$ cat src/rtl/imem_loader.sv
// imem_loader: framed byte stream to 32-bit BRAM word writer.
// Holds the core in reset until a load ends with a good checksum.
module imem_loader #(
  parameter int unsigned        ADDR_W    = 13,
  parameter logic [7:0]         MAGIC     = 8'hA5,
  parameter logic [ADDR_W-1:0]  BASE_ADDR = '0
) (
  input  logic              clk,
  input  logic              rst,
  input  logic              rx_valid,
  input  logic [7:0]        rx_data,
  output logic              rx_ready,
  output logic [3:0]        mem_we,
  output logic [ADDR_W-1:0] mem_addr,
  output logic [31:0]       mem_din,
  output logic              core_hold,
  output logic              done,
  output logic              err,
  output logic [ADDR_W-1:0] words_loaded
);

  typedef enum logic [2:0] {
    S_IDLE,
    S_LEN_LO,
    S_LEN_HI,
    S_DATA,
    S_CHK,
    S_DONE,
    S_ERR
  } state_t;

  localparam logic [16:0] MAX_N = 17'(1) << (ADDR_W - 2);

  state_t      state;
  state_t      next;
  logic [15:0] len;
  logic [23:0] word;
  logic [1:0]  byte_idx;
  logic [7:0]  checksum;

  logic        xfer;
  logic        is_magic;
  logic [16:0] n_full;
  logic        n_too_big;
  logic        n_zero;
  logic        last_byte;
  logic        last_word;

  assign rx_ready  = 1'b1;
  assign xfer      = rx_valid & rx_ready;
  assign is_magic  = (rx_data == MAGIC);
  assign n_full    = {1'b0, rx_data, len[7:0]};
  assign n_too_big = (n_full > MAX_N);
  assign n_zero    = (n_full == 17'd0);
  assign last_byte = (byte_idx == 2'd3);
  assign last_word = ((17'(words_loaded) + 17'd1) == {1'b0, len});

  // State register
  always_ff @(posedge clk) begin
    if (rst) state <= S_IDLE;
    else     state <= next;
  end

  // Next-state decode; moves only on a byte transfer
  always_comb begin
    next = state;
    if (xfer) begin
      unique case (state)
        S_IDLE, S_DONE, S_ERR: begin
          if (is_magic) next = S_LEN_LO;
        end
        S_LEN_LO: next = S_LEN_HI;
        S_LEN_HI: begin
          if (n_too_big)   next = S_ERR;
          else if (n_zero) next = S_CHK;
          else             next = S_DATA;
        end
        S_DATA: begin
          if (last_byte && last_word) next = S_CHK;
        end
        S_CHK: next = (rx_data == checksum) ? S_DONE : S_ERR;
        default: next = S_IDLE;
      endcase
    end
  end

  // Datapath: length, word packing, checksum, write pulse, status
  always_ff @(posedge clk) begin
    if (rst) begin
      len          <= '0;
      word         <= '0;
      byte_idx     <= '0;
      checksum     <= '0;
      mem_we       <= '0;
      mem_addr     <= BASE_ADDR;
      mem_din      <= '0;
      core_hold    <= 1'b1;
      done         <= 1'b0;
      err          <= 1'b0;
      words_loaded <= '0;
    end else begin
      mem_we <= 4'h0;
      if (xfer) begin
        unique case (state)
          S_IDLE, S_DONE, S_ERR: begin
            if (is_magic) begin
              core_hold    <= 1'b1;
              done         <= 1'b0;
              err          <= 1'b0;
              words_loaded <= '0;
              checksum     <= '0;
            end
          end
          S_LEN_LO: len[7:0] <= rx_data;
          S_LEN_HI: begin
            len[15:8] <= rx_data;
            byte_idx  <= '0;
            if (n_too_big) err <= 1'b1;
          end
          S_DATA: begin
            checksum <= checksum ^ rx_data;
            byte_idx <= byte_idx + 2'd1;
            if (last_byte) begin
              mem_we       <= 4'hF;
              mem_addr     <= BASE_ADDR
                            + {words_loaded[ADDR_W-3:0], 2'b00};
              mem_din      <= {rx_data, word};
              words_loaded <= words_loaded + 1'b1;
            end else begin
              word[{byte_idx, 3'b000} +: 8] <= rx_data;
            end
          end
          S_CHK: begin
            if (rx_data == checksum) begin
              done      <= 1'b1;
              core_hold <= 1'b0;
            end else begin
              err <= 1'b1;
            end
          end
          default: ;
        endcase
      end
    end
  end

endmodule

$ cat config.mk
export PLATFORM = sky130hd
export DESIGN_NAME = imem_loader
export DESIGN_NICKNAME = d
export VERILOG_FILES = /design/src/rtl/imem_loader.sv
export SDC_FILE = /design/constraint.sdc
export NUM_CORES = 1
export LEC_CHECK = 0
export ABC_CLOCK_PERIOD_IN_PS = 3450
export CELL_PAD_IN_SITES_DETAIL_PLACEMENT = 0
export CELL_PAD_IN_SITES_GLOBAL_PLACEMENT = 1
export CORE_AREA = 2 2 117 119
export CTS_CLUSTER_DIAMETER = 80
export DETAILED_ROUTE_END_ITERATION = 16
export DIE_AREA = 0 0 119 121
export GPL_ROUTABILITY_DRIVEN = 0
export GPL_TIMING_DRIVEN = 0
export PLACE_DENSITY = 0.81
export SETUP_SLACK_MARGIN = 0.05
export SLEW_MARGIN = 20
export SYNTH_ARGS = -nofsm -noshare
export SYNTH_HDL_FRONTEND = slang
export SYNTH_SLANG_ARGS = --single-unit
$ cat constraint.sdc
create_clock -name clk -period 3.45 [get_ports clk]
set_input_delay 0.5175 -clock clk [delete_from_list [all_inputs] [get_ports clk]]
set_output_delay 0.5175 -clock clk [all_outputs]
set_load 0.01 [all_outputs]
; Word-level counts from Yosys, hierarchy flattened
; Cells that the tools add are included.
[word_totals]
word_cells = 82
ff_bits = 116
out_inout_bits = 66
[classes]
reduce_logical = 19
n_mux = 23
magnitude_cmp = 1
shift = 2
eq_ne = 16
addsub = 4
bitwise_logic = 4
[op_table]
columns = cell, count
row1 = $mux 13, 2
row2 = $pmux 13 s2, 1
row3 = $bwmux 24, 1
row4 = $shift 8x7->24 const A, 1
row5 = $shiftx 8x7->24, 1
row6 = $logic_not 17->1, 1
row7 = $eq 14x16->1, 1
row8 = $gt 16x12->1 const B, 1
row9 = $pmux 8 s2, 1
row10 = $pmux 3 s5, 1
row11 = $add 13x1->14 const B, 1
row12 = $add 13x1->13 const B, 1
row13 = $mux 3, 4
row14 = $ne 2x2->1 const B, 6
row15 = $reduce_and 3->1, 4
row16 = $eq 3x3->1 const B, 3
row17 = $eq 8x8->1, 1
row18 = $eq 8x8->1 const B, 1
row19 = $mux 8, 1
row20 = $reduce_and 4->1, 2
row21 = $xor 8x8->8, 1
row22 = $neg 5->7, 1
row23 = $eq 3x2->1 const B, 2
row24 = $mux 1, 6
row25 = other kinds (16), 24

; Longest topological paths before layout
; Gate-level depths: netlist (run 1).
[logic_depth]
depth_word = 5
mapped_depth = 9
ltp_nobuf = 8

; Worst setup path after synthesis (run 1)
; No wires, ideal clock.
[synth_path]
path_type = reg-to-reg
start = reg words_loaded[0]
end = reg state[1]
path_stages_with_launch = 9
arrival_time_ps = 2578
period_less_slack_ps = 2722
slack_ps = 728
required_time_ps = 3305
n_path_buf = 0
setup_ps = 145
cell_sequence = dfxtp_1 > ha_1 > xnor2_1 > nand4_1 > a2111o_1 > a2111o_1 > or4_4 > a2111oi_4 > a211oi_1
[synth_between]
elab_chain_len = 5
[synth_lines]
columns = item, line_no
row1 = from (decl), 19  ; output logic [ADDR_W-1:0] words_loaded
row2 = from (signal assigned), 128  ; words_loaded <= words_loaded + 1'b1;
row3 = $add 13x1->14, 56  ; assign last_word = ((17'(words_loaded) + 17'd1) == {1'b0, len});
row4 = $eq 14x16->1, 56
row5 = $logic_and 1x1->1, 79  ; if (last_byte && last_word) next = S_CHK;
row6 = $ne 2x2->1 (no line), n/a
row7 = $reduce_and 3->1 (no line), n/a
row8 = to (signal assigned), 61  ; else state <= next;
row9 = to (decl), 34  ; state_t state;
; No other way between the ends.
; A chain may end at the register's enable or synchronous reset.

; Worst setup path after layout (run 1)
[layout_path]
start = in rx_valid
end = reg mem_din[22]
[layout_between]
elab_chain_len = 1
[layout_lines]
columns = item, line_no
row1 = from (decl), 10  ; input logic rx_valid,
row2 = $reduce_and 3->1 (no line), n/a
row3 = to (signal assigned), 127  ; mem_din <= {rx_data, word};
row4 = to (decl), 15  ; output logic [31:0] mem_din,
; No other way between the ends.

==> results of run 1 <==
[Yosys cell counts (all sizes together), types with 2 or more instances]
library cell | count | area, sq um
nand2 | 149 | 559
dfxtp | 113 | 2260
a21oi | 102 | 510
clkbuf | 42 | 158
nor2 | 42 | 158
nand3 | 33 | 170
o21ai | 27 | 135
xnor2 | 19 | 166
buf | 13 | 81.3
nand3b | 10 | 75.1
mux2i | 9 | 90.1
nor3 | 9 | 45.0
nand4 | 8 | 50.1
xor2 | 8 | 77.6
nor4 | 7 | 43.8
ha | 6 | 75.1
inv | 6 | 22.5
a311oi | 5 | 43.8
nor3b | 5 | 37.5
a211oi | 4 | 30.0
and3 | 4 | 25.0
or3 | 3 | 18.8
or4 | 3 | 26.3
a2111o | 2 | 22.5
a31oi | 2 | 12.5
and2 | 2 | 12.5
and4 | 2 | 17.5
conb | 2 | 7.51
nand2b | 2 | 12.5
nor4b | 2 | 17.5
o221ai | 2 | 17.5
or2 | 2 | 12.5
[sequential cells by signal, summed over array words and instances, names as in the netlist, 2 cells and up]
name,count
byte_idx,2
words_loaded,13
len,16
mem_din,32
word,24
mem_addr,11
state,3
checksum,8
[power groups by stage]
stage               registers [mW]  clock network [mW]  logic [mW]
floorplan                     1.40                   0       0.365
global placement              1.40                   0       0.478
detailed placement            1.40                   0       0.484
CTS                           1.37                1.88       0.488
global route                  1.38                1.92       0.555
finish                        1.37                1.85       0.500
[worst max-delay path, stage by stage]
cell and delay, ps:
clkdlybuf4s50_1 620, nand2_1 190, nor3_2 290, clkbuf_1 440, nand2_1 310, clkbuf_1 410
clkbuf_1 350, nand2_1 140, a21oi_1 70
[cell families after synthesis]
group | count (synthesis)
other | 2
multiplexers | 10
buffers and inverters | 61
adder cells (fa/ha/maj) | 6
AO/OA/AOI/OAI | 157
flip-flops | 113
AND/OR/NAND/NOR | 285
XOR/XNOR | 27
[metal layers]
metal  global-route usage [%]  part of all wire, %  routed length (um)
met5                        0                    0                   0
met3                     4.98                  4.9                 719
met2                     34.3                   47                6880
met1                     26.7                   46                6830
met4                     10.3                  2.3                 343
[area by class of cell]
| cell class | count | share of cell area (%) |
|---|---|---|
| plain buffers | 55 | 3.55 |
| repair buffers | 72 | 10.7 |
| clock inverters | 10 | 2.34 |
| inverters | 6 | 0.335 |
| clock buffers | 22 | 6.90 |
| flip-flops and latches | 113 | 33.6 |
| multi-input cells | 488 | 39.3 |
| well taps | 176 | 3.27 |
[worst paths after layout]
path / slack (ps) / endpoint
max reg2reg: 410 / mem_din[22]$_SDFFE_PP0P_
min: 450 / word[14]$_SDFFE_PP0P_
max: 380 / mem_din[22]$_SDFFE_PP0P_
min reg2reg: 450 / word[14]$_SDFFE_PP0P_
[what timing repair did]
item                       CTS  global route
setup endpoints to repair    0            13
gates resized for setup      0             1
buffers inserted             0             0
[per-stage QoR]
step | hold WS, ps | setup TNS [ps] | power [mW] | worst slack (ps) | util, %
final | 450 | 0 | 3.72 | 376 | 51.4
after global routing | 468 | 0 | 3.86 | 161 | 51.4
after CTS | 452 | 0 | 3.74 | 261 | 51.4
after detailed placement | 446 | -4820 | 1.89 | -169 | 46.6
after global placement | 439 | -3110 | 1.88 | -128 | 46.6
after floorplan | 432 | 0 | 1.76 | 728 | -
==> impl_metrics.yaml, run 1 <==
global_route:
  grt.total_usage_pct: 21.2
  grt_max_degree: 17
  grt_overflow: 0
  grt_pass1_wl_um: 23800
  first_global_vias: 4706
  antenna_found_initial: 0
power_and_ir_drop:
  switching_share_pct: 26.0
  pwr-share-clk_pct: 49.7
  peakVddDrop_uv: 318
  cellInternalPower_mw: 2.76
  p_leak_nw: 2.18
  net-switching-power_mw: 0.967
  seqPwrFrac_pct: 36.9
  comb_power_share_pct: 13.4
  power_density_nw_per_um2: 553
floorplan:
  core_area_sq_um: 13100
  initial_utilization_pct: 39.4
  die-width_um: 119
  rows: 42
  dieArea_sq_um: 14400
  pin_count: 77
  die_h_um: 121
synthesis:
  netlist_area_sq_um: 5150
  synth_compound_area_share_pct: 17.5
  synthXorXnorAreaFrac_pct: 4.73
  yosysWarnings: 0
  synthAdderAreaFrac_pct: 1.46
  yosysUniqueCellTypes: 55
  ys_ff_latch: 113
  synth_top_family_by_area: "simple AND/OR/NAND/NOR gates"
  yosys.area_share.simple_pct: 25.3
  synth_edf_count: 0
  synthFlopType: "dfxtp_1"
  syn_avg_cell_area_sq_um: 7.80
  synth.area.mux_share_pct: 1.97
  synthCells: 661
  synthArstFlopShare_pct: 0
  ys_seq_area_share_pct: 43.9
placement:
  dp_hpwl_um: 10300
  io_buffer_count: 72
  dpl_cell_area_sq_um: 6100
  place_inst: 910
finish:
  layout_common_cells: "nand2_1, dfxtp_1, a21oi_1"
  diodes: 0
  multi_input_area_sq_um: 2640
  layout_commonest_cell: "nand2_1"
  fin_nets: 770
  regArea_sq_um: 2260
  drive_gt1_share_pct: 6.40
  instances_no_fill: 942
  syn2layout_area_growth_pct: 30.6
  fillers: 1252
  fin_area_sq_um: 6730
timing:
  rsz0062_at_grt: "false"
  final_max_slew_viol_count: 0
  fin_crit_sh_pct: 89.1
  tightest_slew_ps: 908
  period_minus_slack_ps: 3070
  setup_violations: 0
  finalHoldViolations: 0
  relSlewSlack_pct: 39.3
  finClkSkew_ps: 7.32
  max_freq_ghz: 0.325
routing:
  wl_per_cell_um: 15.7
  initialDrtViolationCount: 377
  ant_nets: 0
  avgViaCountPerCell: 5.23
  drt-total-wl_um: 14800
  num_vias: 4930
  drcViolationCount: 0
  dr.pass1.iters: 5
setup_path:
  r2r-start: "state[1]$_SDFFE_PP0P_"
  rr_worst_depth: 9
  worstSetupPathType: "in2reg"
  cp.required_ps: 3730
  cp_max_fo: 10
  worst-endpoint-arrival_ps: 3360
  end_kind: "register"
  critical_path.startpoint: "rx_valid"
  crit_path_start_kind: "input pin"
clock_network:
  cts_max_path_buffers: 2
  clk_root_buffer_cell: "clkbuf_16"
  clk_latency_ps: 420
  cts_tree: "yes"
  htreeDepth: 4
  cts_buffers: 17
  path_clk_slew_ps: 50
  cts_sinks: 113
  cts_hold_buffers: 0
min_path:
  hp-class: "reg2reg"
  hp-start: "word[14]$_SDFFE_PP0P_"
  hold_depth: 2
run:
  maxCapViolations: 0
outcome:
  status: "finished clean"
Power figures use the tool's default switching activity.
==> run 2, diff against run 1 <==
- CAP_MARGIN: not set -> 20
==> results of run 2 <==
No change in the layout: final DEF, timing and power equal those of run 1.
